$ cat config.mk
export PLATFORM = sky130hd
export DESIGN_NAME = alu_issue_stage
export DESIGN_NICKNAME = d
export VERILOG_FILES = /design/src/rtl/alu_issue_stage_pkg.sv /design/src/rtl/alu_issue_stage_operand_fwd_mux.sv /design/src/rtl/alu_issue_stage.sv
export SDC_FILE = /design/constraint.sdc
export NUM_CORES = 1
export LEC_CHECK = 0
export ABC_AREA = 1
export CORE_MARGIN = 4
export CORE_UTILIZATION = 39
export DETAILED_ROUTE_END_ITERATION = 6
export PLACE_DENSITY = 0.87
export SLEW_MARGIN = 10
export SYNTH_ARGS = -nofsm -noshare
export SYNTH_HDL_FRONTEND = slang
export SYNTH_SLANG_ARGS = --single-unit
export TNS_END_PERCENT = 1
$ cat constraint.sdc
create_clock -name clk -period 1.9 [get_ports clk]
set_input_delay 0.19 -clock clk [delete_from_list [all_inputs] [get_ports clk]]
set_output_delay 0.19 -clock clk [all_outputs]
set_load 0.01 [all_outputs]
$ cat src/rtl/alu_issue_stage_pkg.sv
// -----------------------------------------------------------------------------
// alu_issue_stage_pkg
// Shared definitions for the ALU issue stage and the ALU it feeds.
//   DATA_W      : operand/result width
//   REG_ADDR_W  : register specifier width (r0 is hard-wired to zero)
//   ALU_*       : aluOp encodings shared with the ALU
//   REG_ZERO    : specifier of the zero register
//   fwd_hit()   : true when a bypass source supplies a given source register
// -----------------------------------------------------------------------------
package alu_issue_stage_pkg;

  localparam int unsigned DATA_W     = 24;
  localparam int unsigned REG_ADDR_W = 4;

  localparam logic [1:0] ALU_ADD = 2'b00;
  localparam logic [1:0] ALU_SUB = 2'b01;
  localparam logic [1:0] ALU_SLT = 2'b10;

  localparam logic [REG_ADDR_W-1:0] REG_ZERO = '0;

  // A bypass never targets r0: a producer "writing" r0 must not override the
  // hard-wired zero.
  function automatic logic fwd_hit(input logic                  src_valid,
                                   input logic [REG_ADDR_W-1:0] src_rd,
                                   input logic [REG_ADDR_W-1:0] rs);
    return src_valid && (src_rd == rs) && (rs != REG_ZERO);
  endfunction

endpackage

$ cat src/rtl/alu_issue_stage_operand_fwd_mux.sv
// -----------------------------------------------------------------------------
// operand_fwd_mux
// Combinational operand select for one source register.
//   rs_i        : source register specifier
//   rf_data_i   : register-file read data for rs_i
//   ex_*_i      : EX/MEM bypass (valid, destination, data)
//   wb_*_i      : MEM/WB bypass (valid, destination, data)
//   data_o      : resolved operand
// Priority: r0 -> 0, then EX/MEM, then MEM/WB, then register file.
// Build option ALU_ISSUE_FWD_EN: when undefined the bypass inputs are ignored
// and only the r0 zeroing is applied.
// -----------------------------------------------------------------------------
module operand_fwd_mux
  import alu_issue_stage_pkg::*;
(
  input  logic [REG_ADDR_W-1:0] rs_i,
  input  logic [DATA_W-1:0]     rf_data_i,
  input  logic                  ex_valid_i,
  input  logic [REG_ADDR_W-1:0] ex_rd_i,
  input  logic [DATA_W-1:0]     ex_data_i,
  input  logic                  wb_valid_i,
  input  logic [REG_ADDR_W-1:0] wb_rd_i,
  input  logic [DATA_W-1:0]     wb_data_i,
  output logic [DATA_W-1:0]     data_o
);

`ifdef ALU_ISSUE_FWD_EN
  always_comb begin
    data_o = rf_data_i;
    if (rs_i == REG_ZERO) begin
      data_o = '0;
    end else if (fwd_hit(ex_valid_i, ex_rd_i, rs_i)) begin
      // Younger result wins over the older MEM/WB one.
      data_o = ex_data_i;
    end else if (fwd_hit(wb_valid_i, wb_rd_i, rs_i)) begin
      data_o = wb_data_i;
    end
  end
`else
  // Bypass ports are kept for a uniform interface; decode interlocks instead.
  logic unused_fwd;
  assign unused_fwd = ^{ex_valid_i, ex_rd_i, ex_data_i, wb_valid_i, wb_rd_i, wb_data_i};

  always_comb begin
    data_o = rf_data_i;
    if (rs_i == REG_ZERO) begin
      data_o = '0;
    end
  end
`endif

endmodule

$ cat src/rtl/alu_issue_stage.sv
// -----------------------------------------------------------------------------
// alu_issue_stage
// Execute-entry pipeline register in front of the ALU. Accepts decoded
// instructions over valid/ready, resolves operand bypassing at capture time,
// picks register or immediate for operand 2 and registers the ALU inputs.
//
// Ports
//   clk, rst_n                 : clock, asynchronous active-low reset
//   in_valid / in_ready        : decode handshake (in_ready = !out_valid || !stall)
//   in_aluOp, in_rs1, in_rs2,
//   in_rs1Data, in_rs2Data,
//   in_imm, in_useImm,
//   in_rd, in_regWrite         : decoded instruction fields
//   exFwd*, wbFwd*             : EX/MEM and MEM/WB result bypasses
//   stall                      : downstream cannot take a new instruction
//   flush                      : kill held and incoming instruction
//   out_valid, aluOp,
//   data1, data2, storeData,
//   out_rd, out_regWrite       : registered ALU-side outputs
//
// Build option ALU_ISSUE_FWD_EN: define to enable operand bypassing;
// otherwise operands come from the register file (r0 still reads zero).
// -----------------------------------------------------------------------------
module alu_issue_stage
  import alu_issue_stage_pkg::*;
(
  input  logic                  clk,
  input  logic                  rst_n,
  input  logic                  in_valid,
  output logic                  in_ready,
  input  logic [1:0]            in_aluOp,
  input  logic [REG_ADDR_W-1:0] in_rs1,
  input  logic [REG_ADDR_W-1:0] in_rs2,
  input  logic [DATA_W-1:0]     in_rs1Data,
  input  logic [DATA_W-1:0]     in_rs2Data,
  input  logic [DATA_W-1:0]     in_imm,
  input  logic                  in_useImm,
  input  logic [REG_ADDR_W-1:0] in_rd,
  input  logic                  in_regWrite,
  input  logic                  exFwdValid,
  input  logic [REG_ADDR_W-1:0] exFwdRd,
  input  logic [DATA_W-1:0]     exFwdData,
  input  logic                  wbFwdValid,
  input  logic [REG_ADDR_W-1:0] wbFwdRd,
  input  logic [DATA_W-1:0]     wbFwdData,
  input  logic                  stall,
  input  logic                  flush,
  output logic                  out_valid,
  output logic [1:0]            aluOp,
  output logic [DATA_W-1:0]     data1,
  output logic [DATA_W-1:0]     data2,
  output logic [DATA_W-1:0]     storeData,
  output logic [REG_ADDR_W-1:0] out_rd,
  output logic                  out_regWrite
);

  logic [DATA_W-1:0]     rs1_fwd;
  logic [DATA_W-1:0]     rs2_fwd;
  logic [DATA_W-1:0]     op2_sel;
  logic                  accept;

  logic                  valid_q;
  logic [1:0]            aluop_q;
  logic [DATA_W-1:0]     data1_q;
  logic [DATA_W-1:0]     data2_q;
  logic [DATA_W-1:0]     store_q;
  logic [REG_ADDR_W-1:0] rd_q;
  logic                  regwrite_q;

  operand_fwd_mux u_rs1_fwd (
    .rs_i       (in_rs1),
    .rf_data_i  (in_rs1Data),
    .ex_valid_i (exFwdValid),
    .ex_rd_i    (exFwdRd),
    .ex_data_i  (exFwdData),
    .wb_valid_i (wbFwdValid),
    .wb_rd_i    (wbFwdRd),
    .wb_data_i  (wbFwdData),
    .data_o     (rs1_fwd)
  );

  operand_fwd_mux u_rs2_fwd (
    .rs_i       (in_rs2),
    .rf_data_i  (in_rs2Data),
    .ex_valid_i (exFwdValid),
    .ex_rd_i    (exFwdRd),
    .ex_data_i  (exFwdData),
    .wb_valid_i (wbFwdValid),
    .wb_rd_i    (wbFwdRd),
    .wb_data_i  (wbFwdData),
    .data_o     (rs2_fwd)
  );

  assign op2_sel  = in_useImm ? in_imm : rs2_fwd;

  // Ready is independent of in_valid so decode can use it without a loop.
  assign in_ready = !valid_q || !stall;
  assign accept   = in_valid && in_ready;

  always_ff @(posedge clk or negedge rst_n) begin
    if (!rst_n) begin
      valid_q    <= 1'b0;
      aluop_q    <= ALU_ADD;
      data1_q    <= '0;
      data2_q    <= '0;
      store_q    <= '0;
      rd_q       <= REG_ZERO;
      regwrite_q <= 1'b0;
    end else if (flush) begin
      // Incoming instruction is consumed by the handshake but dropped here.
      valid_q    <= 1'b0;
      regwrite_q <= 1'b0;
    end else if (accept) begin
      valid_q    <= 1'b1;
      aluop_q    <= in_aluOp;
      data1_q    <= rs1_fwd;
      data2_q    <= op2_sel;
      store_q    <= rs2_fwd;
      rd_q       <= in_rd;
      regwrite_q <= in_regWrite;
    end else if (valid_q && !stall) begin
      // Drain: data registers keep stale values, only the qualifiers clear.
      valid_q    <= 1'b0;
      regwrite_q <= 1'b0;
    end
  end

  assign out_valid    = valid_q;
  assign aluOp        = aluop_q;
  assign data1        = data1_q;
  assign data2        = data2_q;
  assign storeData    = store_q;
  assign out_rd       = rd_q;
  assign out_regWrite = regwrite_q && valid_q;

endmodule

==> results.txt <==
drt first pass iters = 4
outcome = finished clean
sequential share of the synthesized area = 57.7%
P_leak = 2.66 nW
clk_skew = 8.29 ps
Cell Area, Synth = 0.00347 mm^2
Hold Fails Final Rpt = 0
Slowest cell on crit path = clkdlybuf4s50_1
Ys Warns = 0
fraction of layout cells with a size suffix above 1 = 4.64%
startpoint types = register
total wire length = 9.56 mm
RSZ-0062 raised after global routing = no
max_slew headroom = 66.1%
FF-to-FF path depth = 4
total core area = 0.00868 mm^2
TritonCTS clock tree = done
drt initial violations = 70
IO Pins = 232
final setup fails = 0
RR Startpoint = out_valid
Clock Path Buffers = 2
CP Class = reg2out
r2r endpoint = data1[22]
clock root buffer = clkbuf_8
die area = 0.0105 mm^2
clock period minus worst slack = 1670 ps
Starting Density = 40.0%
vias in the first global route = 3302
CP Capture Type = output port
synthesized flop and latch total = 80
Cell Chain, Critical Path = nand2_2 > clkdlybuf4s50_1
total grt overflow = 0
routed vias/inst = 4.60
Global Route Usage Sum = 18.3%
Post-Place Cells = 694
Synth cell types = 13
worst slew pin tran = 509 ps
max cap viols = 0
total power = 4.72 mW
met2 usage = 31.9%
leading cell type in the layout, fill and taps excluded = nand2_1
area grow syn2layout = 58.0%
Crit path required time = 1710 ps
Core Rows = 34
Net Count, Synth = 580
clock slew at reported path FFs = 80 ps
die width = 102 um
routed vias = 3271
Max Clk Rate = 600 MHz
Worst VDD drop = 0.380 mV
# DRC = 0
Post-CTS Setup Repair Bufs = 0
worst-skew pair later-pin latency = 330 ps
GRT met1 Usage = 21.5%
Max Slew Vio Count = 0
routability cong. = 0.719
Final nets = 749
reg-to-reg slack, setup = 590 ps
Crit path largest cell delay = 560 ps
mean post-synth cell area = 8.09 um^2
Die Span Y = 102 um
diodes inserted = 0
crit-path max FO = 4
Detailed Place HPWL = 7.23 mm
HP Class = in2async
most frequent cells in the layout = nand2_1, clkdlybuf4s50_1, dfrtp_1, nor2_1, o21ai_0
Most Crowded Layer GR = met2
pin count of the biggest net entering global routing = 76
Post-DRT Antenna Nets = 0
PD cells = 860 mW/mm^2
H-tree levels = 3
Finished Layout Cells = 711
total CTS buffers = 9
wire per inst = 13.5 um
Cells after Synth = 429
PortBufs = 173
CTS sink count = 80
post-route clock period utilization = 87.7%
M3 GR Usage = 5.60%
arrival time at the worst endpoint = 1480 ps
first-pass GRT wire length = 15.1 mm
initial antenna violation count = 0
Fin Setup TNS = 0 ps
==> logic make-up after synthesis <==
family                 synth area share, %
buffers and inverters                 5.44
AND/OR/NAND/NOR                       29.7
AO/OA/AOI/OAI                         7.21
flip-flops                            57.7
==> registers in the layout, summed over array words and instances (netlist names) <==
register and count:
data2 24, out_valid 1, aluOp 2, data1 24, out_rd 4, storeData 24, regwrite_q 1
==> critical path, delay by kind of cell (launching register included) <==
kind          cells  cell delay, ps
buf+inv           1             560
flops             1             440
simple gates      1             140
==> area by class of cell <==
class / instances / area, um^2
fillers: 744 / 3190
flip-flops and latches: 80 / 2000
repair buffers: 183 / 1840
multi-input cells: 320 / 1280
clock buffers: 12 / 155
well taps: 108 / 135
clock inverters: 4 / 52.6
inverters: 4 / 15.0
==> metrics by stage <==
step	cell area (um^2)	hold slack [ps]	setup slack (ps)	util [%]
2_1_floorplan	3470	-106	711	-
3_3_place_gp	5270	192	424	60.7
3_5_place_dp	5270	196	387	60.7
4_1_cts	5490	363	216	63.2
5_1_grt	5490	368	179	63.2
6_report	5490	349	234	63.2
==> report_power, final <==
part / internal (mW) / leakage (nW) / switching, mW
logic: 0.768 / 1.57 / 0.563
clock network: 0.680 / 0.0948 / 0.597
registers: 1.97 / 0.994 / 0.146
total: 3.41 / 2.66 / 1.31
==> synthesized netlist by cell type <==
master    instances  area (um^2)
nand2_2           1         6.26
inv_2             1         3.75
clkbuf_1          6         22.5
inv_1             3         11.3
o21ai_1          14         70.1
dfrtp_1          80         2000
nand3_4           1         17.5
nand2_1         215          807
nor2_1           52          195
buf_2            10         50.1
o21ai_0          36          180
nand3_1           1         5.00
buf_6             9          101
==> repair_timing <==
action | 4_1_cts | 5_1_grt
hold buffers | 1 | 0
setup endpoints to repair | 0 | 0
endpoints found under the hold margin | 39 | 0
gates resized for setup | 0 | 0
==> layer usage <==
metal / share of wire [%] / up-vias / wire (um)
li1: - / 1659 / -
met1: 40 / 1481 / 3820
met2: 50 / 117 / 4730
met3: 8.8 / 14 / 837
met4: 1.8 / 0 / 168
met5: 0 / - / 0
==> worst max-delay path by stage <==
stage | from | end | slack, ps
final | out_valid | in_ready | 230
after global routing | out_valid | in_ready | 180
after CTS | out_valid | in_ready | 220
after detailed placement | stall | data2[19] | 390
after global placement | stall | data2[20] | 420
after floorplan | out_valid | data1[16] | 710
(Power assumes the default switching activity.)
==> variant 1 (same flow settings) <==
Build with the macro `ALU_ISSUE_FWD_EN` defined.
--- a/src/rtl/alu_issue_stage_operand_fwd_mux.sv
+++ b/src/rtl/alu_issue_stage_operand_fwd_mux.sv
@@ -10,6 +10,8 @@
 // Build option ALU_ISSUE_FWD_EN: when undefined the bypass inputs are ignored
 // and only the r0 zeroing is applied.
 // -----------------------------------------------------------------------------
+`define ALU_ISSUE_FWD_EN
+
 module operand_fwd_mux
   import alu_issue_stage_pkg::*;
 (
Behaviour: not the same (a bounded check fails within 4 cycles, from zero or initial values and one cycle with rst_n low).
==> variant 1 against the original RTL <==
Area after synthesis rose by 45%. Highest routed layer unchanged. Total power rose by 24%. Critical path type is now in2reg. Worst setup slack improved by 43 ps. Combinational power rose by 45%. Sequential cell count did not move. Routed wire length rose by 92%. Final area rose by 45%. Via count rose by 78%.
==> variant 1: results (changes against the original RTL) <==
Clocking
  – # Post-CTS Setup Buffers: 0 (unchanged)
  – Clk Tree Root Cell: clkbuf_16
  – CTS max path bufs: 2 (unchanged)
  – CTS Buf Count: 9 (unchanged)
  – Clock-pin slew on the worst setup and hold paths: 60 ps (-20 ps)
  – # H-tree levels: 3 (unchanged)
  – Worst-Skew Late Latency: 340 ps

Place
  – Pre-CTS setup slack: -64.9 ps (-452 ps)
  – Placed instance area: 7640 µm² (+45%)
  – DP HPWL: 14.0 mm (+94%)
  – PortBufs: 231 (+34%)
  – GP Congestion: 0.952 (+32%)

Synth
  – Xor/xnor cell area share of the yosys netlist: 0.174% (+0.17 points)
  – Synth top cells by count: nand2_1, nor2_1, dfrtp_1
  – Compound-Gate Fraction of Synth Area: 3.45% (-3.8 points)
  – Synth warnings: 0 (unchanged)
  – Post-synthesis mux area share: 0% (unchanged)
  – Top_reg_cell synth: dfrtp_1
  – Avg Inst Size Synth: 6.64 µm² (-18%)
  – Syn_nets: 910 (+57%)
  – Post-synthesis cell type count: 26 (+13)
  – Seq/Total Area, Yosys: 39.8% (-18 points)
  – Top post-synthesis cells by area: dfrtp_1, nand2_1, nor2_1, nand3_1, nand2_2
  – Synth Area in Adders: 0% (unchanged)
  – Post-synth ARST share: 100% (unchanged)

Layout
  – Final nets: 1136 (+52%)
  – Layout cell share with drive strength beyond 1: 10.4% (+5.8 points)
  – Number of diodes: 0 (unchanged)
  – Non-Filler Instances: 1161 (+63%)

Global routing
  – First-pass GRT wire length: 28.9 mm (+91%)
  – Vias in the first global route: 5536 (+68%)
  – Largest net degree at the start of global routing: 76 (unchanged)
  – Initial antenna violation count: 0 (unchanged)
  – Total GRT Usage: 24.7% (+6.5 points)

Pwr
  – Pleak: 3.90 nW (+47%)
  – Max IR drop VDD: 394 µV (+3.5%)

Drt
  – Vias per std cell: 5.01 (+8.9%)
  – Wirelength per Cell: 15.8 µm (+17%)
  – Drt pass-1 iters: 7 (+3)
  – DRT iter0 DRCs: 578 (+730%)

Critical path
  – Worst path arrival time: 1850 ps (+370 ps)
  – Crit Path Class: in2reg
  – Worst-path fanout max: 26 (+22)

Hold path
  – Worst hold path class: in2async

Run
  – # Max-Cap Violations: 0 (unchanged)

STA
  – Worst slew margin: 70.0% (+3.9 points)
  – Final hold violation count: 0 (unchanged)
  – Clock Skew: 4.27 ps (-4.02 ps)

Run status
  – Outcome: complete, no violations
variant 1: where the power goes:
part | total [mW] | switching [mW] | leakage [nW] | internal (mW)
Clock | 1.77 | 0.722 | 0.148 | 1.05
Sequential | 2.14 | 0.162 | 0.993 | 1.98
Combinational | 1.93 | 0.889 | 2.76 | 1.04
variant 1: critical path, stage by stage:
cell	delay, ps
clkdlybuf4s50_1	520
inv_1	70
nand2_1	60
nand2_1	50
nor2_1	130
nand3_2	160
buf_12	200
nor2_1	100
nor2_1	50
nand2_1	120
nand2_1	70
nand2_1	60
nand2_1	50
variant 1: routing by layer:
layer | track usage, % | vias up | part of all wire, %
li1 | - | 2852 | -
met1 | 33.4 | 2677 | 43
met2 | 38.8 | 256 | 46
met3 | 6.41 | 32 | 8.2
met4 | 8.19 | 0 | 2.9
met5 | 0 | - | 0
variant 1: layout make-up:
class	instances	area [µm²]
clock buffers	10	239
inverters	21	80.1
flip-flops and latches	80	2000
repair buffers	261	2650
clock inverters	5	57.6
fillers	1113	4670
multi-input cells	612	2700
well taps	172	215
variant 1: path summary, 6_finish.rpt:
kind / from / end / slack, ps / cells past startpoint
max in group asynchronous: rst_n / data1[14] / 970 / 3
hold reg to reg: out_rd[3] / out_rd[3] / 480 / 2
setup reg to reg: out_valid / data2[0] / 400 / 8
min in group clk: in_rd[1] / out_rd[1] / 380 / 3
setup / recovery: in_rs2[2] / data2[2] / 280 / 13
hold / removal: rst_n / data2[19] / 340 / 2
variant 1: cells by family after synthesis:
kind of cell / after synthesis
compound gates: 33
xor+xnor: 1
simple gates: 578
flops: 80
buf+inv: 67
variant 1: through the flow:
| stage | utilization, % | power (mW) |
|---|---|---|
| floorplan | - | 2.91 |
| global placement | 60.5 | 4.07 |
| detailed placement | 60.5 | 4.10 |
| CTS | 63.0 | 5.88 |
| global route | 63.0 | 6.18 |
| finish | 63.0 | 5.84 |
variant 1: repair_timing:
| item | 4_1_cts | 5_1_grt |
|---|---|---|
| hold buffers | 1 | 0 |
| resized for setup | 0 | 0 |
| endpoints found under the hold margin | 31 | 0 |
==> variant 2 (same flow settings) <==
Without the edit above. Register the output `storeData` once more, without a reset; this adds one clock of latency there. The other outputs are not delayed to match.
--- a/src/rtl/alu_issue_stage.sv
+++ b/src/rtl/alu_issue_stage.sv
@@ -129,7 +129,9 @@
   assign aluOp        = aluop_q;
   assign data1        = data1_q;
   assign data2        = data2_q;
-  assign storeData    = store_q;
+  always_ff @(posedge clk) begin
+    storeData <= store_q;
+  end
   assign out_rd       = rd_q;
   assign out_regWrite = regwrite_q && valid_q;
 
Check against the original RTL: not equivalent (Yosys sat finds a counterexample within 4 cycles, from zero or initial values and one cycle with rst_n low).
==> variant 2 against the original RTL <==
Total power is 19% higher. Clock power is 20% higher. Sequential power is 28% higher. Sequential cell count is 24 higher. Maximum frequency is 1.5% higher. Area after synthesis is 14% higher. Register-to-register slack worse by 120 ps. Final area is 10% higher. Die area is 13% higher. Worst setup slack better by 25 ps. Critical endpoint unchanged. Routed wire length is 9.4% higher. Synthesized cell count is 5.6% higher. Non-clock buffer count is 1 higher. Utilization is 1.6 points lower.
==> variant 2: results (changes against the original RTL) <==
Run status
  – Outcome: complete, no violations

Global routing
  – Vias in the first global route: 3543 (+7.3%)
  – Total GRT Usage: 18.2% (-0.10 points)
  – First-pass GRT wire length: 16.8 mm (+11%)

Critical path
  – Worst path arrival time: 1450 ps (-30 ps)
  – FF-to-FF End: data2[21]
  – Reg2reg path depth: 6 (+2)

Drt
  – Wirelength per Cell: 13.7 µm (+2.2%)
  – Drt pass-1 iters: 5 (+1)
  – DRT iter0 DRCs: 222 (+220%)
  – Vias per std cell: 4.56 (-0.89%)

Place
  – Pre-CTS setup slack: 284 ps (-103 ps)
  – GP Congestion: 0.855 (+19%)
  – Placed instance area: 5810 µm² (+10%)
  – DP HPWL: 8.10 mm (+12%)

Pwr
  – Pleak: 2.89 nW (+8.8%)
  – Power in combinational cells: 1.37 mW (+3%)
  – Max IR drop VDD: 392 µV (+3.0%)

Synth
  – Synth top cells by count: nand2_1, dfrtp_1, nor2_1
  – Syn_nets: 604 (+4.1%)
  – Post-synth ARST share: 76.9% (-23 points)
  – Top post-synthesis cells by area: dfrtp_1, nand2_1, dfxtp_1, o21ai_1, nor2_1
  – Post-synthesis cell type count: 15 (+2)

Layout
  – Layout cell share with drive strength beyond 1: 4.62% (-0.026 points)
  – Final nets: 774 (+3.3%)

STA
  – Clock Skew: 7.82 ps (-0.466 ps)
[variant 2: cell count changes after synthesis]
cell	unedited run	this run
o21ai_1	14	48
clkbuf_2	0	4
o21ai_0	36	2
clkbuf_1	6	3
dfxtp_1	0	24
buf_2	10	9
[variant 2: final cells by class]
| cell class | count | area [µm²] |
|---|---|---|
| clock buffer | 12 | 155 |
| clock inverter | 4 | 76.3 |
| fill | 828 | 3770 |
| inverter | 4 | 15.0 |
| multi-input combinational | 320 | 1280 |
| sequential | 104 | 2480 |
| tap | 133 | 166 |
| timing repair buffer | 184 | 1880 |
[variant 2: worst max-delay path by stage]
stage	from	end	slack, ps
after floorplan	out_valid	data1[0]	730
after global placement	in_valid	data2[17]	320
after detailed placement	flush	data1[19]	280
after CTS	out_valid	in_ready	230
after global routing	out_valid	in_ready	180
final	out_valid	in_ready	260
[variant 2: layer usage]
layer | GRT usage, % | share of wire [%] | routed length, µm | up-vias
met2 | 29.7 | 46 | 4840 | 145
met5 | 0 | 0 | 0 | -
li1 | - | - | - | 1746
met1 | 22.8 | 43 | 4500 | 1554
met3 | 3.73 | 7.4 | 774 | 25
met4 | 9.11 | 3.3 | 344 | 0
[variant 2: kinds of logic after synthesis]
kind of cell / Yosys count / share of synthesized area (%)
and+or+nand+nor: 270 / 26.1
DFF: 104 / 62.7
AOI/OAI and AO/OA: 50 / 6.33
buffers and inverters: 29 / 4.87
[variant 2: per-stage QoR]
step,hold slack (ps),util [%],std cells
detailed placement,232,59.2,744
finish,366,61.6,761
floorplan,-106,-,453
global placement,220,59.2,744
CTS,356,61.6,761
global route,363,61.6,761
